--- src/rtl/booth_pkg.sv ---
// booth_pkg: shared state encoding, Booth digit encodings and partial-product width for the radix-4 multiplier.
package booth_pkg;

    typedef enum logic [1:0] {IDLE, RUN, DONE} state_t;

    typedef enum logic [2:0] {DIG_ZERO, DIG_P1, DIG_P2, DIG_M1, DIG_M2} digit_t;

    // Radix-4 Booth recoding of one overlapping 3-bit multiplier group.
    function automatic digit_t booth_decode(input logic [2:0] y);
        return (y == 3'b001 || y == 3'b010) ? DIG_P1 :
               (y == 3'b011)                ? DIG_P2 :
               (y == 3'b100)                ? DIG_M2 :
               (y == 3'b101 || y == 3'b110) ? DIG_M1 : DIG_ZERO;
    endfunction

    // Two guard bits cover +/-2A, including -2 * (-2^(N-1)).
    function automatic int pp_width(input int n);
        return n + 2;
    endfunction

endpackage

--- src/rtl/booth_pp_gen.sv ---
// booth_pp_gen: combinational radix-4 Booth partial product.
//   a  : signed multiplicand (N bits)
//   y  : Booth group {b[2i+1], b[2i], b[2i-1]}
//   pp : signed partial product in {0, +A, +2A, -A, -2A} (N+2 bits)
module booth_pp_gen
    import booth_pkg::*;
#(
    parameter int N = 8
) (
    input  logic signed [N-1:0]           a,
    input  logic        [2:0]             y,
    output logic signed [pp_width(N)-1:0] pp
);

    logic signed [N+1:0] a1;
    logic signed [N+1:0] a2;
    digit_t              d;

    assign a1 = {{2{a[N-1]}}, a};
    assign a2 = a1 <<< 1;

    always_comb begin
        d  = booth_decode(y);
        pp = (d == DIG_P1) ? a1 :
             (d == DIG_P2) ? a2 :
             (d == DIG_M1) ? -a1 :
             (d == DIG_M2) ? -a2 : '0;
    end

endmodule

--- src/rtl/booth_radix4_seq_mul.sv ---
// booth_radix4_seq_mul: sequential radix-4 Booth signed multiplier, one Booth group per cycle.
//   clk, rst_n          : clock, synchronous active-low reset
//   in_valid/in_ready   : operand handshake (ready only in IDLE)
//   a, b                : signed multiplicand / multiplier (N bits)
//   out_valid/out_ready : product handshake (valid only in DONE)
//   product             : signed a*b (2N bits), held after the take
//   busy                : high in RUN or DONE
module booth_radix4_seq_mul
    import booth_pkg::*;
#(
    parameter int N = 8
) (
    input  logic           clk,
    input  logic           rst_n,
    input  logic           in_valid,
    output logic           in_ready,
    input  logic [N-1:0]   a,
    input  logic [N-1:0]   b,
    output logic           out_valid,
    input  logic           out_ready,
    output logic [2*N-1:0] product,
    output logic           busy
);

    localparam int             IW   = $clog2(N / 2);
    localparam int             PW   = pp_width(N);
    localparam logic [IW-1:0]  LAST = IW'(N / 2 - 1);

    state_t               state;
    state_t               state_nx;
    logic signed [N-1:0]  ra;
    logic        [N-1:0]  rb;
    logic        [2*N-1:0] acc;
    logic        [IW-1:0] idx;
    logic        [N:0]    bx;
    logic        [2:0]    y;
    logic signed [PW-1:0] pp;
    logic        [2*N-1:0] pp_ext;

    // b[-1] = 0 is the appended LSB, so group idx starts at bit 2*idx.
    assign bx     = {rb, 1'b0};
    assign y      = bx[2*idx +: 3];
    assign pp_ext = {{(2*N-PW){pp[PW-1]}}, pp};
    assign product = acc;

    booth_pp_gen #(.N(N)) u_pp (
        .a  (ra),
        .y  (y),
        .pp (pp)
    );

    always_comb begin
        state_nx  = (state == IDLE) ? (in_valid ? RUN : IDLE) :
                    (state == RUN)  ? ((idx == LAST) ? DONE : RUN) :
                                      (out_ready ? IDLE : DONE);
        in_ready  = (state == IDLE);
        out_valid = (state == DONE);
        busy      = (state != IDLE);
    end

    always_ff @(posedge clk) begin
        if (!rst_n) begin
            state <= IDLE;
            acc   <= '0;
            idx   <= '0;
            ra    <= '0;
            rb    <= '0;
        end else begin
            state <= state_nx;
            if (state == IDLE && in_valid) begin
                ra  <= a;
                rb  <= b;
                acc <= '0;
                idx <= '0;
            end else if (state == RUN) begin
                acc <= acc + (pp_ext << (2 * idx));
                idx <= idx + 1'b1;
            end
        end
    end

endmodule
--- config.mk ---
export PLATFORM = sky130hd
export DESIGN_NAME = booth_radix4_seq_mul
export DESIGN_NICKNAME = d
export VERILOG_FILES = /design/src/rtl/booth_pkg.sv /design/src/rtl/booth_pp_gen.sv /design/src/rtl/booth_radix4_seq_mul.sv
export SDC_FILE = /design/constraint.sdc
export NUM_CORES = 1
export LEC_CHECK = 0
export CAP_MARGIN = 20
export CORE_MARGIN = 8
export CORE_UTILIZATION = 56
export CTS_CLUSTER_DIAMETER = 40
export DETAILED_ROUTE_END_ITERATION = 7
export PLACE_DENSITY = 0.81
export SKIP_LAST_GASP = 1
export SYNTH_ARGS = -nofsm -noshare
export SYNTH_HDL_FRONTEND = slang
export SYNTH_SLANG_ARGS = --single-unit
--- constraint.sdc ---
create_clock -name clk -period 4.85 [get_ports clk]
set_input_delay 0.7275 -clock clk [delete_from_list [all_inputs] [get_ports clk]]
set_output_delay 0.7275 -clock clk [all_outputs]
set_load 0.01 [all_outputs]
==> flow_summary.ini <==
[yosys]
postSynthCellCount = 383
synthMuxAreaShare_pct = 6.14
synth_top_family_by_area = simple AND/OR/NAND/NOR gates
synth-compound-area-share_pct = 25.2
post_synth_xor_area_fraction_pct = 3.93
synth_edf_count = 0
post_synth.cell_area_avg_sq_um = 7.56
synth_cell_types = 57
dominantRegCellSynth = dfxtp_1
synth_seq_area_share_pct = 24.9
syn-cell-area_sq_mm = 0.00289
ys_warn_count = 0
ys_seq_elements = 36
post_synth_fa_ha_maj_area_fraction_pct = 9.77
synth_simple_gate_area_share_pct = 25.4
async_reset_ff_share_pct = 0
synthesis.nets = 425

[worst_hold_path]
worst_hold_path.endpoint = rb[7]
min-delay-start = rb[7]
worst_hold_path_type = register to register
hold_depth = 2

[worst_setup_path]
worst_r2r_startpoint = idx[0]
maximum_single_stage_delay_on_the_critical_path_ps = 380
crit_slowest_cell = a221o_1
crit_fanout = 21
cp_endpoint_kind = register
regToRegEndpoint = product[15]
criticalPathCategory = register to register
worstPathRequired_ps = 5070
cp.arrival_ps = 4790
critPathBufInv = 2
worst_reg_to_reg_cells = 19
timing.critical_path.from_type = register
timing.reg2reg.setup_slack_ps = 280
path_cells = buf_4, nor2b_1, a22oi_2, ha_1, nor2b_2, inv_1, nor4b_1, a21oi_1, o21ai_0, mux2i_1, mux2i_1, ha_1, nand2_1, o21ai_1, a221o_1, o211ai_1, a211oi_1, or3_1, a21oi_2
path_delay_family = compound AO/OA/AOI/OAI gates

[cells_and_area]
instances_no_fill = 484
n_antenna_cell = 0
final_common_cell = nand2_1
final_net_count = 455
layout.cells.most_common_list = nand2_1, clkdlybuf4s50_1, dfxtp_1, a21oi_1, o21ai_0
postLayoutCoreUtil_pct = 67.9
layout.filler_cells = 458
layout.cell_area.non_filler_sq_mm = 0.00342
final_layout_size_suffix_gt1_share_pct = 7.97
syn_to_final_growth_pct = 18.3

[sta]
worst_slew_pin_slew_ps = 604
worst_clock_skew_ps = 10.2
slew-limit-headroom_pct = 59.6
setup_viol = 0
slew_viol_final = 0
layout_min_cycle_time_ps = 4570
final_hold_viol_count = 0
total_negative_slack_for_setup_checks_ps = 0
final.setup.worst_slack_ps = 281
timing.final.crit_share_pct = 94.2
fmax_mhz = 219

[global_routing]
antenna_found_initial = 0
gr-max-usage-layer = met2
global_route.usage.met3_pct = 3.56
grt_usage_pct = 19.7
wire_length_of_the_first_global_routing_pass_microns = 12400
grt_start_max_net_pins = 22
grt_remaining_overflow = 0
gr-usage-met2_pct = 31.3
globalRouteMet1Util_pct = 25.7
first_global_vias = 2742

[floorplanning]
die_outline_area_sq_mm = 0.00772
fp.coreArea_sq_mm = 0.00504
vertical_extent_of_the_die_microns = 87.9
io_pins = 39
initial_core_util_pct = 57.4
core.rowCount = 26
die_width_microns = 87.9

[drt]
drt-pass1-iter-count = 5
number_of_design_rule_violations_left_by_the_first_detailed_router_iteration = 255
detail_route.vias_per_cell = 5.87
drc = 0
postRouteAntennaNets = 0
average_wire_per_standard_cell_microns = 14.8
via_count = 2842
finalWirelength_microns = 7160

[clocking]
clk_path_buf_depth = 2
cts.htree.levels = 2
cts_sinks = 36
clock_latency_ps = 290
clk_pin_slew_ps = 80
ctsRootBufferMaster = clkbuf_8
cts_inserted_buffers = 5
tritoncts = yes

[flow_run]
drv_cap = 0

[place]
hpwl_microns = 5380
port_buffers = 38
numPlacedInstances = 475
placement.cell_area_sq_mm = 0.00331
pre_cts_setup_slack_ps = 135
globalplace.congestion = 0.956

[power_and_ir_drop]
max-vdd-ir-drop_uv = 151
p_leak_nw = 1.31
p_per_area_mw_per_mm2 = 226

[outcome]
status = completed
-- flip-flops by register name (all words and copies together) (netlist names) --
name / flops
product: 16
idx: 2
ra: 8
state: 2
rb: 8
-- report_power, final --
| group | total, mW | switching, mW | internal (mW) | leakage, nW |
|---|---|---|---|---|
| Combinational | 0.220 | 0.123 | 0.0963 | 0.969 |
| Sequential | 0.323 | 0.0148 | 0.308 | 0.293 |
| Clock | 0.229 | 0.113 | 0.116 | 0.0455 |
-- routing by layer --
layer,up-vias,share of wire (%)
met5,-,0
met3,12,4.5
met2,81,47
met1,1324,47
li1,1425,-
met4,0,1.4
-- synth_stat cells (5+ instances only) --
| library cell | n | area (sq um) |
|---|---|---|
| nand2_1 | 66 | 248 |
| dfxtp_1 | 36 | 721 |
| a21oi_1 | 30 | 150 |
| o21ai_0 | 26 | 130 |
| nor2_1 | 22 | 82.6 |
| ha_1 | 21 | 263 |
| a21boi_0 | 16 | 120 |
| clkbuf_1 | 15 | 56.3 |
| nand3_1 | 13 | 65.1 |
| inv_1 | 12 | 45.0 |
| mux2i_1 | 11 | 110 |
| nor2b_1 | 10 | 62.6 |
| nor3_1 | 10 | 50.1 |
| xnor2_1 | 9 | 78.8 |
| a211oi_1 | 7 | 52.6 |
| nand2b_1 | 7 | 43.8 |
| o21a_1 | 5 | 37.5 |
-- repair_timing --
item	4_1_cts	5_1_grt
setup buffers	0	1
endpoints found under the setup margin	0	5
gates resized for setup	0	7
hold endpoints to repair	0	0
hold buffers	0	0
-- worst max path at each step --
| stage | startpoint | end | slack [ps] | cells past startpoint |
|---|---|---|---|---|
| 3_5_place_dp | idx[0] | product[15] | 130 | 19 |
| 2_1_floorplan | idx[0] | product[15] | 360 | 20 |
| 6_report | idx[0] | product[15] | 280 | 19 |
| 4_1_cts | idx[0] | product[15] | 100 | 19 |
| 5_1_grt | idx[0] | product[15] | -50 | 19 |
| 3_3_place_gp | idx[0] | product[15] | 220 | 19 |
-- stage by stage --
step                      hold WS [ps]  power (mW)
after floorplan                    440       0.481
after global placement             458       0.540
after detailed placement           467       0.543
after CTS                          477       0.771
after global routing               499       0.817
final                              470       0.772
-- kinds of logic (layout without fill, tap and decap cells) --
logic type | Yosys count | in the layout
adder cells (fa/ha/maj) | 22 | 22
XOR/XNOR | 13 | 13
AND/OR/NAND/NOR | 153 | 153
multiplexers | 15 | 15
AO/OA/AOI/OAI | 111 | 111
buffers and inverters | 33 | 64
flip-flops | 36 | 36
-- worst register-to-register path, delay by kind of cell (launching register included) --
| kind | cells | cell delay, ps |
|---|---|---|
| flops | 1 | 370 |
| compound gates | 8 | 1450 |
| fa+ha+maj | 2 | 620 |
| buf+inv | 2 | 420 |
| mux | 2 | 360 |
| simple gates | 5 | 1270 |
-- final cells by class --
class / instances / area [sq um] / area share [%]
multi-input cells: 314 / 2060 / 60.0
flip-flops and latches: 36 / 721 / 21.0
repair buffers: 44 / 425 / 12.4
clock buffers: 8 / 90.1 / 2.63
well taps: 70 / 87.6 / 2.56
inverters: 12 / 45.0 / 1.32
Note: power is estimated with default switching activity, not from simulation.
